File: config.mk
export PLATFORM = sky130hd
export DESIGN_NAME = xs3_bcd_seq
export DESIGN_NICKNAME = d
export VERILOG_FILES = /design/src/rtl/xs3_pkg.sv /design/src/rtl/xs3_digit_conv.sv /design/src/rtl/xs3_bcd_seq.sv
export SDC_FILE = /design/constraint.sdc
export NUM_CORES = 1
export LEC_CHECK = 0
export ABC_AREA = 1
export CORE_MARGIN = 2
export CORE_UTILIZATION = 50
export DETAILED_ROUTE_END_ITERATION = 10
export PLACE_DENSITY = 0.9
export SYNTH_ARGS = -nofsm -noshare
export SYNTH_HDL_FRONTEND = slang
export SYNTH_SLANG_ARGS = --single-unit
File: constraint.sdc
create_clock -name clk -period 1.9 [get_ports clk]
set_input_delay 0.38 -clock clk [delete_from_list [all_inputs] [get_ports clk]]
set_output_delay 0.38 -clock clk [all_outputs]
set_load 0.02 [all_outputs]
File: src/rtl/xs3_pkg.sv
// Shared constants and FSM state type for the Excess-3 to BCD sequencer.
package xs3_pkg;

  localparam logic [3:0] XS3_OFFSET  = 4'd3;
  localparam logic [3:0] BCD_INVALID = 4'hF;
  localparam logic [3:0] XS3_MIN     = 4'b0011;
  localparam logic [3:0] XS3_MAX     = 4'b1100;

  typedef enum logic [1:0] {
    IDLE,
    CONV,
    DONE
  } xs3_seq_state_t;

endpackage

File: src/rtl/xs3_digit_conv.sv
// Single-digit Excess-3 to BCD converter; out-of-range codes yield BCD_INVALID.
module xs3_digit_conv
  import xs3_pkg::*;
(
  input  logic [3:0] xs3,
  output logic [3:0] bcd,
  output logic       invalid
);

  always_comb begin
    invalid = (xs3 < XS3_MIN) || (xs3 > XS3_MAX);
    bcd     = invalid ? BCD_INVALID : (xs3 - XS3_OFFSET);
  end

endmodule

File: src/rtl/xs3_bcd_seq.sv
// Multi-digit Excess-3 to BCD sequencer: one digit per clock, LSD first,
// through a single shared converter, with first-bad-digit capture.
module xs3_bcd_seq
  import xs3_pkg::*;
#(
  parameter  int DIGITS = 4,
  localparam int IDXW   = (DIGITS > 1) ? $clog2(DIGITS) : 1
) (
  input  logic                  clk,
  input  logic                  rst_n,
  input  logic                  in_valid,
  output logic                  in_ready,
  input  logic [4*DIGITS-1:0]   in_xs3,
  output logic                  out_valid,
  input  logic                  out_ready,
  output logic [4*DIGITS-1:0]   out_bcd,
  output logic                  out_err,
  output logic [IDXW-1:0]       out_err_idx
);

  localparam logic [IDXW-1:0] LAST = IDXW'(DIGITS - 1);

  xs3_seq_state_t        state_q, state_d;
  logic [IDXW-1:0]       idx;
  logic [4*DIGITS-1:0]   hold;
  logic [4*DIGITS-1:0]   bcd_q;
  logic                  err_q;
  logic [IDXW-1:0]       err_idx_q;
  logic [3:0]            dig_bcd;
  logic                  dig_inv;

  // hold shifts right each CONV cycle, so the current digit is always hold[3:0]
  xs3_digit_conv u_conv (
    .xs3     (hold[3:0]),
    .bcd     (dig_bcd),
    .invalid (dig_inv)
  );

  always_ff @(posedge clk or negedge rst_n) begin
    if (!rst_n) state_q <= IDLE;
    else        state_q <= state_d;
  end

  always_comb begin
    state_d = state_q;
    case (state_q)
      IDLE:    if (in_valid)    state_d = CONV;
      CONV:    if (idx == LAST) state_d = DONE;
      DONE:    if (out_ready)   state_d = IDLE;
      default:                  state_d = IDLE;
    endcase
  end

  assign in_ready  = (state_q == IDLE);
  assign out_valid = (state_q == DONE);

  always_ff @(posedge clk or negedge rst_n) begin
    if (!rst_n) begin
      hold      <= '0;
      idx       <= '0;
      bcd_q     <= '0;
      err_q     <= 1'b0;
      err_idx_q <= '0;
    end else begin
      case (state_q)
        IDLE: if (in_valid) begin
          hold      <= in_xs3;
          bcd_q     <= '0;
          err_q     <= 1'b0;
          err_idx_q <= '0;
          idx       <= '0;
        end
        CONV: begin
          hold               <= hold >> 4;
          bcd_q[idx*4 +: 4]  <= dig_bcd;
          // lowest bad digit wins; later ones leave err_idx alone
          if (dig_inv && !err_q) begin
            err_q     <= 1'b1;
            err_idx_q <= idx;
          end
          if (idx != LAST) idx <= idx + 1'b1;
        end
        default: ;
      endcase
    end
  end

  assign out_bcd     = bcd_q;
  assign out_err     = err_q;
  assign out_err_idx = err_idx_q;

endmodule
==> results.tsv, run 1 <==
stage	metric	value	unit
logic_synthesis	yosys.cell_types.count	26	
global_route	grtUsageTotal	0.210	
cts	cts_made_buffers	5	
drt	drt_pre_antenna_iters	4	
cells_and_area	finish.cell_count_without_fillers	316	
floorplan	design.core.area	0.00369	mm^2
logic_synthesis	proportion_of_synthesized_chip_area_in_sequential_cells	0.505	
placement	numPlacedInstances	308	
logic_synthesis	synth.cell_area	0.00193	mm^2
logic_synthesis	fraction_of_registers_with_async_set_reset	1.00	
cells_and_area	finished_core_util	0.673	
sta	fin_hold_ws	120	ps
critical_path	crit_required	1520	ps
critical_path	critPathCaptureType	primary output	
sta	setup_viol	0	
drt	detail-route-antenna-nets	0	
sta	worst_slew_margin_rel	0.630	
drt	drt_drc	0	
floorplan	ioPinCount	41	
cells_and_area	fin_nets	293	
critical_path	crit_end	out_valid	
sta	fin_setup_tns	0	ps
sta	timing.final.crit_share	0.879	
status	outcome	complete, no violations	
cts	cts_max_path_buffers	2	
cells_and_area	area_growth	28.6	%
logic_synthesis	ys_ff_latch	39	
drt	routed_length_per_placed_instance	12.4	um
placement	post-place-ws	217	ps
cells_and_area	fraction_of_final_layout_cells_sized_beyond_drive_strength_1	0.0784	
logic_synthesis	synth_flop_cell	dfrtp_1	
cts	cts.sinks	39	
logic_synthesis	gate_count_after_technology_mapping	224	
power_and_ir_drop	powerDensity	1870	mW/mm^2
placement	dp.final_hpwl	2.78	mm
critical_path	critical_path.reg2reg.startpoint	idx[1]$_DFFE_PN0P_	
floorplan	fp.dieW	66.2	um
drt	vias	1611	
sta	fin_crit	1670	ps
critical_path	reg2regPathDepth	6	
global_route	grt_antenna_before_repair	0	
power_and_ir_drop	leak	1.19	nW
sta	final.setup_skew	6.33	ps
critical_path	rr_endpoint	out_bcd[11]$_DFFE_PN0P_	
critical_path	setup.worst_path.start	state_q[1]$_DFFE_PN0P_	
drt	final_wirelength	3.91	mm
power_and_ir_drop	max-vdd-ir-drop	0.00108	V
sta	post-route-worst-setup-slack	230	ps
sta	tightest_slew	549	ps
critical_path	path_class	reg -> out	
sta	final-hold-violation-count	0	
hold_path	hold_removal_path_class	in -> async	
logic_synthesis	syn-num-nets	250	
cts	insertion_delay	290	ps
global_route	maximum_number_of_pins_on_one_net_before_global_route_repair	40	
global_route	congestion_overflow_gr	0	
global_route	first_pass_grt_wire_length	6.96	mm
floorplan	floorplan.die_area	0.00438	mm^2
cts	cts_root_buf	clkbuf_8	
critical_path	setup.worst_path.start_class	flip-flop	
logic_synthesis	ys.warnings.count	0	
global_route	number_of_global_route_vias_before_repair	1586	
drt	drt-initial-drc-count	123	
logic_synthesis	synth_area_per_cell	8.62	um^2
sta	maxClockFrequency	0.599	GHz
cells_and_area	stdcell_area	0.00248	mm^2
logic_synthesis	synth_edf_count	0	
cells_and_area	insertedDiodeCount	0	
floorplan	die_height	66.2	um
cts	ctsHtreeMaxLevel	2	
critical_path	reg2reg_setup_slack	240	ps
cts	path_clk_slew	70	ps
power_and_ir_drop	total_power	4.64	mW
drt	detail_route.vias_per_cell	5.10	
sta	rsz_0062_raised_after_global_routing	no	
floorplan	fp-row-count	22	
placement	placement.cell_area	0.00235	mm^2
placement	routabilityCongestion	0.844	
run	max_cap_viol_count	0	
cts	tritoncts	built	
placement	port_buffers	40	
floorplan	start_util	0.524	
sta	report.final.slew_viol_count	0	
critical_path	crit_fanout	5	
critical_path	worst-endpoint-arrival	1290	ps
[area by class of cell]
type | instances | area (um^2)
Clock buffer | 6 | 72.6
Tap cell | 48 | 60.1
Clock inverter | 2 | 60.1
Sequential cell | 39 | 976
Fill cell | 282 | 1200
Multi-Input combinational cell | 139 | 753
Timing Repair Buffer | 43 | 415
Inverter | 39 | 146
[placed cells by master (no fill, tap or decap), types with 5 or more instances in the layout]
master / n
nand2_1: 55
dfrtp_1: 39
inv_1: 38
clkdlybuf4s50_1: 37
o21ai_0: 28
o211ai_1: 11
nand4_1: 10
nand3_1: 7
nor2_1: 6
ha_1: 6
clkbuf_8: 5
[worst min path at each step]
stage / startpoint / to / cells after the start
6_report: rst_n / hold[12]$_DFFE_PN0P_ / 2
5_1_grt: rst_n / hold[12]$_DFFE_PN0P_ / 2
4_1_cts: rst_n / hold[15]$_DFFE_PN0P_ / 2
3_5_place_dp: rst_n / hold[15]$_DFFE_PN0P_ / 2
3_3_place_gp: rst_n / hold[15]$_DFFE_PN0P_ / 2
2_1_floorplan: rst_n / hold[0]$_DFFE_PN0P_ / 0
[synthesized netlist by cell type, types with 3 or more instances]
cell | instances | area [um^2]
nand2_1 | 55 | 206
dfrtp_1 | 39 | 976
inv_1 | 38 | 143
o21ai_0 | 28 | 140
o211ai_1 | 11 | 82.6
nand4_1 | 10 | 62.6
nand3_1 | 7 | 35.0
ha_1 | 6 | 75.1
nor2_1 | 6 | 22.5
a21oi_1 | 3 | 15.0
[routing by layer]
metal,vias to the layer above,GRT usage,routed length [um]
met1,740,0.266,1690
met5,-,0,0
li1,810,-,-
met2,53,0.349,1930
met3,8,0.0477,213
met4,0,0.0791,71
[registers in the layout, summed over array words and instances (netlist names)]
register and flops:
hold 16, out_bcd 16, idx 2, out_err_idx 2
state_q 2, out_err 1
[logic make-up (layout without fill, tap and decap cells)]
kind of cell               Yosys count  after routing  synth area share
xor gates and xnor gates             1              1           0.00453
adders and majority gates            6              6            0.0389
buffers and inverters               46             90             0.105
and+or+nand+nor                     86             86             0.210
DFF                                 39             39             0.505
AOI/OAI and AO/OA                   46             46             0.137
[where the power goes]
part	switching (mW)	internal, mW
sequential	0.221	1.21
clock	0.281	0.525
combinational	1.52	0.875
[what timing repair did]
item                                    in CTS  in global routing
endpoints found under the setup margin       2                  0
endpoints found under the hold margin        0                  0
resized for setup                            2                  0
buffers inserted                             0                  0
hold buffers                                 0                  0
[worst max-delay path: stages (launching register included)]
cell	delay [ps]
dfrtp_1	430
inv_1	130
nor2_1	110
dlygate4sd2_1	340
No activity file was read; power rests on OpenSTA's default activity.
==> run 2, diff against run 1 <==
- GPL_TIMING_DRIVEN: unset -> 1
==> results of run 2 <==
No change in the layout: final DEF, timing and power equal those of run 1.
==> run 3, diff against run 2 <==
- CORE_MARGIN: 2 -> 8
- REMOVE_ABC_BUFFERS: unset -> 1
- SLEW_MARGIN: unset -> 25
==> run 3 against run 2 <==
Against the previous run:
- die area grew 40%
- sequential power hardly changed
- utilization is 1.2 points lower
- register-to-register slack better by 100 ps
- design area shrank 1.8%
- cell count rose by 0.32%
- count of clock-buffer cells in the layout is 1 higher
- critical endpoint unchanged
- combinational power about the same
- setup slack better by 26 ps
- non-clock buffer count grew 1
==> results.tsv, run 3 (synthesized netlist as in run 1, its figures left out) <==
stage	metric	value	unit
drt	vias	1609	
power_and_ir_drop	power.share.combinational	0.549	
power_and_ir_drop	clockPowerShare	0.121	
power_and_ir_drop	leak	1.17	nW
cts	cts_max_path_buffers	2	
sta	tightest_slew	509	ps
sta	maxClockFrequency	0.608	GHz
critical_path	critical_path.reg2reg.startpoint	idx[1]$_DFFE_PN0P_	
drt	final_wirelength	3.93	mm
cts	cts.sinks	39	
placement	port_buffers	40	
power_and_ir_drop	powerDensity	1780	mW/mm^2
cells_and_area	fin_nets	294	
sta	final-hold-violation-count	0	
cells_and_area	fraction_of_final_layout_cells_sized_beyond_drive_strength_1	0.0781	
cells_and_area	area_growth	26.3	%
sta	setup_viol	0	
global_route	maximum_number_of_pins_on_one_net_before_global_route_repair	40	
run	max_cap_viol_count	0	
critical_path	crit_fanout	5	
drt	detail-route-antenna-nets	0	
critical_path	reg2reg_setup_slack	340	ps
sta	timing.final.crit_share	0.865	
sta	fin_crit	1640	ps
placement	routabilityCongestion	0.839	
sta	worst_slew_margin_rel	0.657	
critical_path	worst-endpoint-arrival	1260	ps
critical_path	crit_required	1520	ps
power_and_ir_drop	power_switching	1.98	mW
power_and_ir_drop	p_int	2.36	mW
drt	drt_drc	0	
cells_and_area	finish.cell_count_without_fillers	317	
sta	rsz_0062_raised_after_global_routing	no	
sta	final.setup_skew	7.16	ps
global_route	first_pass_grt_wire_length	7.18	mm
cts	cts_root_buf	clkbuf_8	
floorplan	ioPinCount	41	
placement	numPlacedInstances	309	
status	outcome	complete, no violations	
cells_and_area	num-fill-cells	319	
critical_path	critPathCaptureType	primary output	
global_route	number_of_global_route_vias_before_repair	1614	
floorplan	fp-row-count	22	
sta	report.final.slew_viol_count	0	
drt	drt-initial-drc-count	80	
cts	cts_made_buffers	5	
critical_path	reg2regPathDepth	6	
global_route	grt_antenna_before_repair	0	
floorplan	start_util	0.524	
drt	detail_route.vias_per_cell	5.08	
floorplan	die_height	78.2	um
cells_and_area	insertedDiodeCount	0	
cts	ctsHtreeMaxLevel	2	
drt	routed_length_per_placed_instance	12.4	um
cells_and_area	layout.cells.most_common_list	nand2_1 (55), dfrtp_1 (39), inv_1 (38)	
power_and_ir_drop	max-vdd-ir-drop	0.00108	V
cts	path_clk_slew	70	ps
critical_path	setup.worst_path.start_class	flip-flop	
cts	insertion_delay	280	ps
hold_path	hold_removal_path_class	in -> async	
floorplan	fp.dieW	78.2	um
critical_path	path_class	reg -> out	
placement	dp.final_hpwl	3.00	mm
cts	holdBufCountCts	0	
cts	tritoncts	built	
power_and_ir_drop	power_frac_seq	0.330	
floorplan	floorplan.die_area	0.00611	mm^2
sta	fin_setup_tns	0	ps
critical_path	rr_endpoint	out_bcd[11]$_DFFE_PN0P_	
power_and_ir_drop	sw_frac_of_total	0.456	
global_route	congestion_overflow_gr	0	
cells_and_area	mostFrequentLayoutCell	nand2_1	
global_route	grtUsageTotal	0.141	
drt	drt_pre_antenna_iters	4	
floorplan	design.core.area	0.00369	mm^2
run 3: stage by stage:
step,cell area [um^2],hold slack (ps),worst slack (ps),power [mW],util
global placement,2360,451,269,3.75,0.640
detailed placement,2360,456,225,3.85,0.640
CTS,2440,146,228,4.38,0.661
floorplan,1880,84.4,335,2.99,-
finish,2440,134,256,4.34,0.661
global route,2440,178,150,4.76,0.661
run 3: worst max-delay path by stage:
stage	from	end	slack, ps	depth (start not counted)
after floorplan	idx[0]$_DFFE_PN0P_	out_bcd[11]$_DFFE_PN0P_	340	6
after global placement	in_valid	hold[5]$_DFFE_PN0P_	270	7
after detailed placement	in_valid	hold[9]$_DFFE_PN0P_	230	7
after CTS	state_q[1]$_DFFE_PN0P_	out_valid	230	3
after global routing	state_q[1]$_DFFE_PN0P_	out_valid	150	3
final	state_q[1]$_DFFE_PN0P_	out_valid	260	3
run 3: layout make-up:
type,instances,area [um^2],area share
multi-input cells,139,753,0.309
flip-flops and latches,39,976,0.400
well taps,48,60.1,0.0246
inverters,39,146,0.0600
clock inverters,1,5.00,0.00205
repair buffers,44,423,0.173
clock buffers,7,76.3,0.0313
run 3: power by group through the flow:
stage	clock network (mW)	registers, mW	logic, mW
3_3_place_gp	0	1.43	2.32
6_report	0.525	1.43	2.38
4_1_cts	0.537	1.44	2.40
5_1_grt	0.576	1.48	2.70
3_5_place_dp	0	1.45	2.40
2_1_floorplan	0	1.64	1.35
run 3: critical path, stage by stage (launching register included):
cell and delay [ps]:
dfrtp_1 430, inv_1 110, nor2_1 100, dlygate4sd2_1 340
run 3: repair_timing:
| action | in CTS | in global routing |
|---|---|---|
| endpoints found under the setup margin | 2 | 0 |
| buffers inserted | 0 | 0 |
| endpoints found under the hold margin | 0 | 0 |
| gates resized for setup | 2 | 0 |
run 3: layer usage:
metal  routed length, um  track usage  part of all wire  vias up
met5                   0            0                 0        -
li1                    -            -                 -      810
met4                  61       0.0500             0.016        0
met1                1730        0.166              0.44      750
met2                1890        0.230              0.48       44
met3                 247       0.0513             0.063        5
